**src/rtl/ooo_pkg.sv**
```systemverilog
// Shared out-of-order core definitions: sizing constants and the reorder buffer
// entry record used by the ROB and the execution units.
package ooo_pkg;
   localparam int DEPTH  = 8;
   localparam int TAG_W  = 3;
   localparam int DATA_W = 32;
   localparam int REG_W  = 5;

   typedef struct packed {
      logic              busy;
      logic              done;
      logic [REG_W-1:0]  dest;
      logic [DATA_W-1:0] value;
   } rob_entry_t;
endpackage

```
**src/rtl/rob_entry.sv**
```systemverilog
// One reorder buffer slot: allocation, result capture from the adder/multiplier
// buses and release on commit.
module rob_entry
   import ooo_pkg::*;
(
   input  logic              clk,
   input  logic              reset,
   input  logic              alloc_hit,
   input  logic [REG_W-1:0]  alloc_dest,
   input  logic              add_hit,
   input  logic [DATA_W-1:0] add_val,
   input  logic              mul_hit,
   input  logic [DATA_W-1:0] mul_val,
   input  logic              commit_hit,
   output rob_entry_t        entry
);

   rob_entry_t entry_reg;
   rob_entry_t entry_next;

   always_comb begin
      entry_next = entry_reg;
      if (alloc_hit) begin
         entry_next.busy = 1'b1;
         entry_next.done = 1'b0;
         entry_next.dest = alloc_dest;
      end else if (entry_reg.busy) begin
         // Adder wins when both buses target this slot in the same cycle
         if (add_hit) begin
            entry_next.value = add_val;
            entry_next.done  = 1'b1;
         end else if (mul_hit) begin
            entry_next.value = mul_val;
            entry_next.done  = 1'b1;
         end
      end
      if (commit_hit) begin
         entry_next.busy = 1'b0;
         entry_next.done = 1'b0;
      end
   end

   always_ff @(posedge clk or negedge reset) begin
      if (!reset) begin
         entry_reg <= '0;
      end else begin
         entry_reg <= entry_next;
      end
   end

   assign entry = entry_reg;

endmodule

```
**src/rtl/reorder_buffer.sv**
```systemverilog
// Circular reorder buffer: in-order allocation and retirement, out-of-order
// completion from two result buses, operand lookup by tag.
module reorder_buffer #(
   parameter int DEPTH  = ooo_pkg::DEPTH,
   parameter int TAG_W  = ooo_pkg::TAG_W,
   parameter int DATA_W = ooo_pkg::DATA_W,
   parameter int REG_W  = ooo_pkg::REG_W
) (
   input  logic              clk,
   input  logic              reset,
   input  logic              alloc_valid,
   input  logic [REG_W-1:0]  alloc_dest,
   output logic [TAG_W-1:0]  alloc_tag,
   output logic              rob_full,
   output logic              rob_empty,
   input  logic              add_trigger,
   input  logic [DATA_W-1:0] add_val,
   input  logic [TAG_W-1:0]  add_tag,
   input  logic              mul_trigger,
   input  logic [DATA_W-1:0] mul_val,
   input  logic [TAG_W-1:0]  mul_tag,
   input  logic [TAG_W-1:0]  rd_tag,
   output logic              rd_ready,
   output logic [DATA_W-1:0] rd_val,
   output logic              commit_valid,
   output logic [REG_W-1:0]  commit_reg,
   output logic [DATA_W-1:0] commit_val,
   output logic              bus_err
);

   localparam logic [TAG_W:0]   FULL_COUNT = (TAG_W+1)'(DEPTH);
   localparam logic [TAG_W-1:0] LAST_TAG   = TAG_W'(DEPTH - 1);

   logic [TAG_W-1:0]    head_reg;
   logic [TAG_W-1:0]    tail_reg;
   logic [TAG_W:0]      count_reg;
   logic [TAG_W:0]      count_next;
   logic                commit_valid_reg;
   logic [REG_W-1:0]    commit_reg_reg;
   logic [DATA_W-1:0]   commit_val_reg;
   logic                bus_err_reg;
   ooo_pkg::rob_entry_t entry_reg [DEPTH];

   logic alloc_ok;
   logic commit_fire;
   logic add_err;
   logic mul_err;
   logic same_tag_err;

   assign rob_full    = (count_reg == FULL_COUNT);
   assign rob_empty   = (count_reg == '0);
   assign alloc_tag   = tail_reg;
   assign alloc_ok    = alloc_valid && !rob_full;
   assign commit_fire = entry_reg[head_reg].busy && entry_reg[head_reg].done;

   assign add_err      = add_trigger && !entry_reg[add_tag].busy;
   assign mul_err      = mul_trigger && !entry_reg[mul_tag].busy;
   assign same_tag_err = add_trigger && mul_trigger && (add_tag == mul_tag);

   assign rd_ready = entry_reg[rd_tag].busy && entry_reg[rd_tag].done;
   assign rd_val   = entry_reg[rd_tag].value;

   assign count_next = count_reg + {{TAG_W{1'b0}}, alloc_ok}
                                 - {{TAG_W{1'b0}}, commit_fire};

   for (genvar gi = 0; gi < DEPTH; gi++) begin : g_entry
      rob_entry u_entry (
         .clk        (clk),
         .reset      (reset),
         .alloc_hit  (alloc_ok && (tail_reg == TAG_W'(gi))),
         .alloc_dest (alloc_dest),
         .add_hit    (add_trigger && (add_tag == TAG_W'(gi))),
         .add_val    (add_val),
         .mul_hit    (mul_trigger && (mul_tag == TAG_W'(gi))),
         .mul_val    (mul_val),
         .commit_hit (commit_fire && (head_reg == TAG_W'(gi))),
         .entry      (entry_reg[gi])
      );
   end

   always_ff @(posedge clk or negedge reset) begin
      if (!reset) begin
         head_reg         <= '0;
         tail_reg         <= '0;
         count_reg        <= '0;
         commit_valid_reg <= 1'b0;
         commit_reg_reg   <= '0;
         commit_val_reg   <= '0;
         bus_err_reg      <= 1'b0;
      end else begin
         if (alloc_ok) begin
            tail_reg <= (tail_reg == LAST_TAG) ? '0 : tail_reg + 1'b1;
         end
         if (commit_fire) begin
            head_reg       <= (head_reg == LAST_TAG) ? '0 : head_reg + 1'b1;
            commit_reg_reg <= entry_reg[head_reg].dest;
            commit_val_reg <= entry_reg[head_reg].value;
         end
         count_reg        <= count_next;
         commit_valid_reg <= commit_fire;
         bus_err_reg      <= add_err || mul_err || same_tag_err;
      end
   end

   assign commit_valid = commit_valid_reg;
   assign commit_reg   = commit_reg_reg;
   assign commit_val   = commit_val_reg;
   assign bus_err      = bus_err_reg;

endmodule
```
**config.mk**
```make
export PLATFORM = sky130hd
export DESIGN_NAME = reorder_buffer
export DESIGN_NICKNAME = d
export VERILOG_FILES = /design/src/rtl/ooo_pkg.sv /design/src/rtl/rob_entry.sv /design/src/rtl/reorder_buffer.sv
export SDC_FILE = /design/constraint.sdc
export NUM_CORES = 1
export LEC_CHECK = 0
export CAP_MARGIN = 20
export CORE_UTILIZATION = 54
export CTS_CLUSTER_DIAMETER = 30
export DETAILED_ROUTE_END_ITERATION = 8
export PLACE_DENSITY = 0.77
export SYNTH_ARGS = -nofsm -noshare
export SYNTH_HDL_FRONTEND = slang
export SYNTH_SLANG_ARGS = --single-unit
```
**constraint.sdc**
```tcl
create_clock -name clk -period 3 [get_ports clk]
set_clock_uncertainty 0.2 [all_clocks]
set_input_delay 0.3 -clock clk [delete_from_list [all_inputs] [get_ports clk]]
set_output_delay 0.3 -clock clk [all_outputs]
set_load 0.05 [all_outputs]
```
==> metrics.md, run 1 <==
| Metric | Value |
|---|---|
| R2r worst-path depth | 9 |
| Post-route cell area | 0.0271 sq mm |
| # rows | 72 |
| Dpl cell area | around 0.024 sq mm |
| Initial DRC count | roughly 1400 |
| Max reg flops | 312 |
| CTS clock-pin slew for the worst setup and hold paths | 0.05 ns |
| Clk buf depth | 3 |
| Setup CP Type | register to register |
| Total power | 0.0326 W |
| Post-synth EDFFs | 0 |
| Post-synthesis compound-gate area fraction | 0.0747 |
| Initial DRT Pass Iterations | 5 |
| Synth warn | 0 |
| Largest family of logic cells by synthesized area | multiplexers |
| Die X-Extent | 201 microns |
| Worst EP required | 3.28 ns |
| GRT overflow | 0 |
| Boundary Pins | 160 |
| Xor and xnor area share after synthesis | 0.00164 |
| Max Cap Viol | 0 |
| Setup crit end kind | register |
| Worst-Margin Slew | 0.739 ns |
| Fin util | 0.698 |
| Post-Syn Nets | 1773 |
| Worst setup SP type | register |
| HP Class | input port to async pin |
| Clk sinks | around 360 |
| FFs w/ async S/R, synth | 1.00 |
| Reg2Reg Setup Slack | around 0.18 ns |
| Core area | 0.0388 sq mm |
| Synth Area in Adders | 0.0115 |
| TritonCTS Buffers | 90 |
| P&R area growth vs syn | 26.7% |
| Initial Utilization | 0.551 |
| Wire per inst | 26.6 microns |
| Pwr/cell area | 1200 mW/mm^2 |
| DRT Wirelength | 64.9 mm |
| Hold Violations, Final | 0 |
| Initial antenna violation count | 1 |
| Commonest non-fill, non-tap cell in the layout | dfrtp_1 |
| Slew HR | 0.507 |
| RSZ-0062 raised after global routing | false |
| Die Span Y | 201 microns |
| Setup TNS | 0 ns |
| Synth Instances | between 1500 and 2000 |
| Post-Synth Simple-Gate Area | 0.0377 |
| DR DRC count | 0 |
| Pin count of the biggest net entering global routing | 79 |
| Final slew viol count | 0 |
| Minimum clock period | 2.82 ns |
| Worst setup margin | 0.181 ns |
| Nets@finish | 1944 |
| Dpl ws | 0.166 ns |
| Status | complete, no violations |
| Crit-path max FO | 5 |
| Worst R2R Start | head_reg[1] |
| Critical path data arrival time | roughly 3.1 ns |
| Vias/cell | 6.64 |
| Final Setup Violations | 0 |
| Post-CTS Setup Bufs | 0 |
| # hold bufs at CTS | 1 |
| TritonCTS clock tree | built |
| Post-DP HPWL | 37.7 mm |
| Final GP Congestion | 0.895 |
| Avg Cell Area, Syn | about 13 sq um |
| Highest-count cells in the layout ignoring fill and taps | dfrtp_1 (359), mux2_2 (328), a21oi_1 (203) |
| Vias in the first global route | about 18000 |
| Root Driver | clkbuf_16 |
| Total die area | 0.0404 sq mm |
| Antenna Nets Post-Route | 0 |
| Post-CTS sizing | 0 |
| Synth Register Bits | 361 |
| H-tree Lvls | 3 |
| Total global-route track usage | 0.330 |
| First-pass GRT wire length | slightly above 100 mm |
| Via Count | 16200 |
| Mux cell area share after synthesis | 0.414 |
| Post-synthesis cell area | 0.0214 sq mm |
| PortBufs | roughly 160 |
| Seq/Total Area, Yosys | 0.422 |
| Max Freq | 355 MHz |
| Fin crit share | 0.940 |
| Synth cell types | 48 |
| RR Endpoint | count_reg[2] |
| VDD IR max | 0.811 mV |
| Share of cells above drive strength 1 | 0.415 |
| Dominant synthesized flop cell | dfrtp_1 |
| Worst-Skew Late Latency | 0.61 ns |
| Total leakage power | approximately 12 nW |
==> worst max-delay path by stage <==
stage	startpoint	to	slack, ns	cells after the start
2_1_floorplan	head_reg[1]	count_reg[2]	0.16	10
3_3_place_gp	add_trigger	g_entry[1].u_entry.entry[8]	0.23	6
3_5_place_dp	add_tag[0]	g_entry[1].u_entry.entry[16]	0.17	6
4_1_cts	count_reg[2]	rob_empty	0.14	4
5_1_grt	count_reg[2]	count_reg[2]	0.06	10
6_report	head_reg[1]	count_reg[2]	0.18	9
==> area by class of cell <==
class,count,area (sq um)
fillers,2610,11700
multi-input cells,1134,11600
flip-flops and latches,361,9040
clock buffers,112,2520
repair buffers,234,2350
clock inverters,55,822
well taps,518,648
inverters,21,81.3
diodes,1,2.50
==> cells in the mapped netlist (all sizes together), types with 7 or more instances <==
library cell	count	share of area
dfrtp	361	0.42
mux4	146	0.15
o21ai	11	0.0026
nand2	127	0.022
inv	21	0.0038
nor2	7	0.0012
buf	84	0.022
mux2i	132	0.062
a21oi	205	0.048
clkbuf	71	0.013
ha	18	0.011
a31oi	66	0.019
mux2	366	0.20
==> critical path, stage by stage (launching register included) <==
cell and delay, ns:
dfrtp_4 0.48, inv_2 0.12, mux4_2 0.56, mux2i_4 0.25
ha_1 0.28, inv_1 0.06, ha_1 0.15, inv_1 0.06
fa_1 0.41, xnor2_1 0.14
==> metrics by stage <==
stage                     std cells  hold slack, ns
after floorplan                1671          -0.196
after global placement         2267          0.0990
after detailed placement       2267          0.0996
after CTS                      2435          0.0612
after global routing           2436          0.0817
final                          2436          0.0516
==> routing by layer <==
layer	up-vias	GRT usage	share of wire
met4	0	0.165	0.040
met3	198	0.0787	0.093
met5	-	0	0
met1	8378	0.421	0.38
met2	895	0.528	0.48
li1	6712	-	-
==> cells by family (layout without fill, tap and decap cells) <==
group,count (synthesis),count (layout)
buf+inv,176,422
xor+xnor,4,4
compound gates,295,295
mux,644,644
simple gates,172,172
other cells,0,1
flops,361,361
fa+ha+maj,19,19
==> where the power goes <==
| group | internal (W) | total [W] | switching [W] |
|---|---|---|---|
| clock network | 0.00754 | 0.0106 | 0.00307 |
| registers | 0.00735 | 0.00911 | 0.00176 |
| logic | 0.00630 | 0.0129 | 0.00659 |
(Power assumes the default switching activity.)
==> inputs of run 2 (changes only) <==
- CORE_UTILIZATION: 54 -> 55
- DONT_BUFFER_PORTS: default -> 1
- PLACE_DENSITY: 0.77 -> 0.73
==> run 2 against run 1 <==
  * The run now ends with negative hold slack left
  * First-iteration DRC count is 13% higher
  * Critical path depth fell by 4
  * Highest routed layer unchanged
  * Register-to-register slack got worse by 0.04 ns
  * Global-route usage is 2.0 points higher
  * Fmax fell by 1.4%
  * Non-clock buffer count shrank 68
  * Critical path type unchanged
  * Wire length increased by 3.6%
  * Combinational power shrank 16%
  * Sequential share of layout area grew 1.4 points
==> metrics.md, run 2 (synthesized netlist as in run 1, its figures left out) <==
| Metric | Value |
|---|---|
| CTS clock-pin slew for the worst setup and hold paths | 0.04 ns (was 0.05 ns) |
| Boundary Pins | 160 (unchanged) |
| Fin crit share | 0.953 (was 0.940) |
| Die Span Y | 199 microns (was 201 microns) |
| Initial DRC count | 1557 (was 1384) |
| Total global-route track usage | 0.349 (was 0.330) |
| HP Class | input port to async pin (unchanged) |
| Setup CP Type | register to register (unchanged) |
| DR DRC count | 0 (unchanged) |
| VDD IR max | 1.00 mV (was 0.811 mV) |
| GRT overflow | 0 (unchanged) |
| Max reg flops | 312 (unchanged) |
| Max Cap Viol | 0 (unchanged) |
| Post-CTS Setup Bufs | 0 (unchanged) |
| # hold bufs at CTS | 114 (was 1) |
| CP bufs+invs | 2 (was 3) |
| Nets@finish | 1874 (was 1944) |
| Final GP Congestion | 0.868 (was 0.895) |
| Clk sinks | 361 (unchanged) |
| Vias/cell | 6.84 (was 6.64) |
| Failing checks | negative hold slack |
| Multi-input gate area | 0.0117 sq mm (was 0.0116 sq mm) |
| Worst EP required | 3.27 ns (was 3.28 ns) |
| Vias in the first global route | 17400 (was 17700) |
| Critical path data arrival time | 3.13 ns (was 3.10 ns) |
| Worst-Margin Slew | 0.996 ns (was 0.739 ns) |
| Layout fillers | 2544 (was 2610) |
| Pwr/cell area | 1170 mW/mm^2 (was 1200 mW/mm^2) |
| Total die area | 0.0397 sq mm (was 0.0404 sq mm) |
| First-pass GRT wire length | 104 mm (was 103 mm) |
| H-tree Lvls | 3 (unchanged) |
| Reg area | 0.00904 sq mm (about the same) |
| Initial antenna violation count | 1 (unchanged) |
| Clk buf depth | 3 (unchanged) |
| Max Freq | 350 MHz (was 355 MHz) |
| Post-CTS sizing | 0 (unchanged) |
| Slew HR | 0.336 (was 0.507) |
| # rows | 71 (was 72) |
| Total leakage power | 11.4 nW (was 11.9 nW) |
| Commonest non-fill, non-tap cell in the layout | dfrtp_1 (unchanged) |
| P&R area growth vs syn | 21.8% (was 26.7%) |
| DRT Wirelength | 67.2 mm (was 64.9 mm) |
| Total power | 0.0304 W (was 0.0326 W) |
| PortBufs | 0 (was 159) |
| Worst Hold Slack | -0.794 ns (was 0.0516 ns) |
| Initial DRT Pass Iterations | 5 (unchanged) |
| TritonCTS Buffers | 88 (was 90) |
| Levels on crit path | 5 (was 9) |
| Initial Utilization | 0.564 (was 0.551) |
| Status | complete, but fails checks (was complete, no violations) |
| R2r worst-path depth | 5 (was 9) |
| TritonCTS clock tree | built (unchanged) |
| Crit-path max FO | 44 (was 5) |
| Share of cells above drive strength 1 | 0.390 (was 0.415) |
| Worst-Skew Late Latency | 0.60 ns (was 0.61 ns) |
| Setup TNS | 0 ns (unchanged) |
| Placed Cells | 2079 (was 2267) |
| Core area | 0.0379 sq mm (was 0.0388 sq mm) |
| Highest-count cells in the layout ignoring fill and taps | dfrtp_1 (358), mux2_2 (328), a21oi_1 (203) (was dfrtp_1 (359), mux2_2 (328), a21oi_1 (203)) |
| Antenna Nets Post-Route | 0 (unchanged) |
| CP max stage cell | buf_4 (was mux4_2) |
| Post-DP HPWL | 35.0 mm (was 37.7 mm) |
| Cell Count, Final, Fillers Out | 2352 (was 2436) |
| Minimum clock period | 2.86 ns (was 2.82 ns) |
| Setup crit end kind | register (unchanged) |
| RSZ-0062 raised after global routing | false (unchanged) |
| Final Setup Violations | 0 (unchanged) |
| Hold Violations, Final | 361 (was 0) |
| Worst setup SP type | register (unchanged) |
| Pin count of the biggest net entering global routing | 362 (was 79) |
| Max incr delay on CP | 0.68 ns (was 0.56 ns) |
| Via Count | 16100 (was 16200) |
| Delay-heaviest family, CP | multiplexers (was adder cells) |
| Wire per inst | 28.6 microns (was 26.6 microns) |
| Root Driver | clkbuf_16 (unchanged) |
| Cell Chain, Critical Path | inv_2 > mux4_2 > mux2i_4 > buf_4 > mux2_2 (was inv_2 > mux4_2 > mux2i_4 > ha_1 > inv_1 > ha_1 > inv_1 > fa_1 > xnor2_1) |
| Final slew viol count | 0 (unchanged) |
| Die X-Extent | 199 microns (was 201 microns) |
-- run 2: worst reg2reg max path, stage by stage, from the launching register on --
cell and delay, ns:
dfrtp_4 0.49, inv_2 0.13, mux4_2 0.57, mux2i_4 0.20
buf_4 0.68, mux2_2 0.46
-- run 2: path summary, 6_finish.rpt --
check | startpoint | to | slack [ns]
setup / recovery | head_reg[1] | commit_val[10] | 0.14
hold / removal | reset | commit_val[27] | -0.79
setup reg to reg | head_reg[1] | commit_val[10] | 0.14
hold reg to reg | g_entry[2].u_entry.entry[36] | g_entry[2].u_entry.entry[36] | 0.29
max in group asynchronous | reset | g_entry[4].u_entry.entry[36] | 2.56
min in group clk | mul_tag[2] | g_entry[4].u_entry.entry[37] | 0.03
-- run 2: area by class of cell --
type                    count  share of cell area
diodes                      2            0.000192
clock inverters            32              0.0165
inverters                  21             0.00312
well taps                 511              0.0245
repair buffers            166              0.0636
clock buffers             125              0.0977
multi-input cells        1134               0.447
flip-flops and latches    361               0.347
-- run 2: routing by layer --
metal | part of all wire | global-route usage | up-vias
li1 | - | - | 6587
met1 | 0.39 | 0.446 | 8362
met2 | 0.47 | 0.544 | 905
met3 | 0.10 | 0.113 | 226
met4 | 0.041 | 0.158 | 0
met5 | 0 | 0 | -
-- run 2: through the flow --
stage	cell area [sq um]	hold slack, ns	setup slack, ns	util
detailed placement	21900	-0.181	0.187	0.578
CTS	26000	-0.807	0.164	0.687
finish	26000	-0.794	0.141	0.687
floorplan	21400	-0.196	0.157	-
global placement	21900	-0.178	0.267	0.578
global route	26000	-0.819	0.0738	0.687
-- run 2: power by group --
part	switching [W]	internal (W)	leakage, nW
clock network	0.00297	0.00653	1.45
logic	0.00537	0.00554	5.71
registers	0.00270	0.00733	4.20
total	0.0110	0.0194	11.4
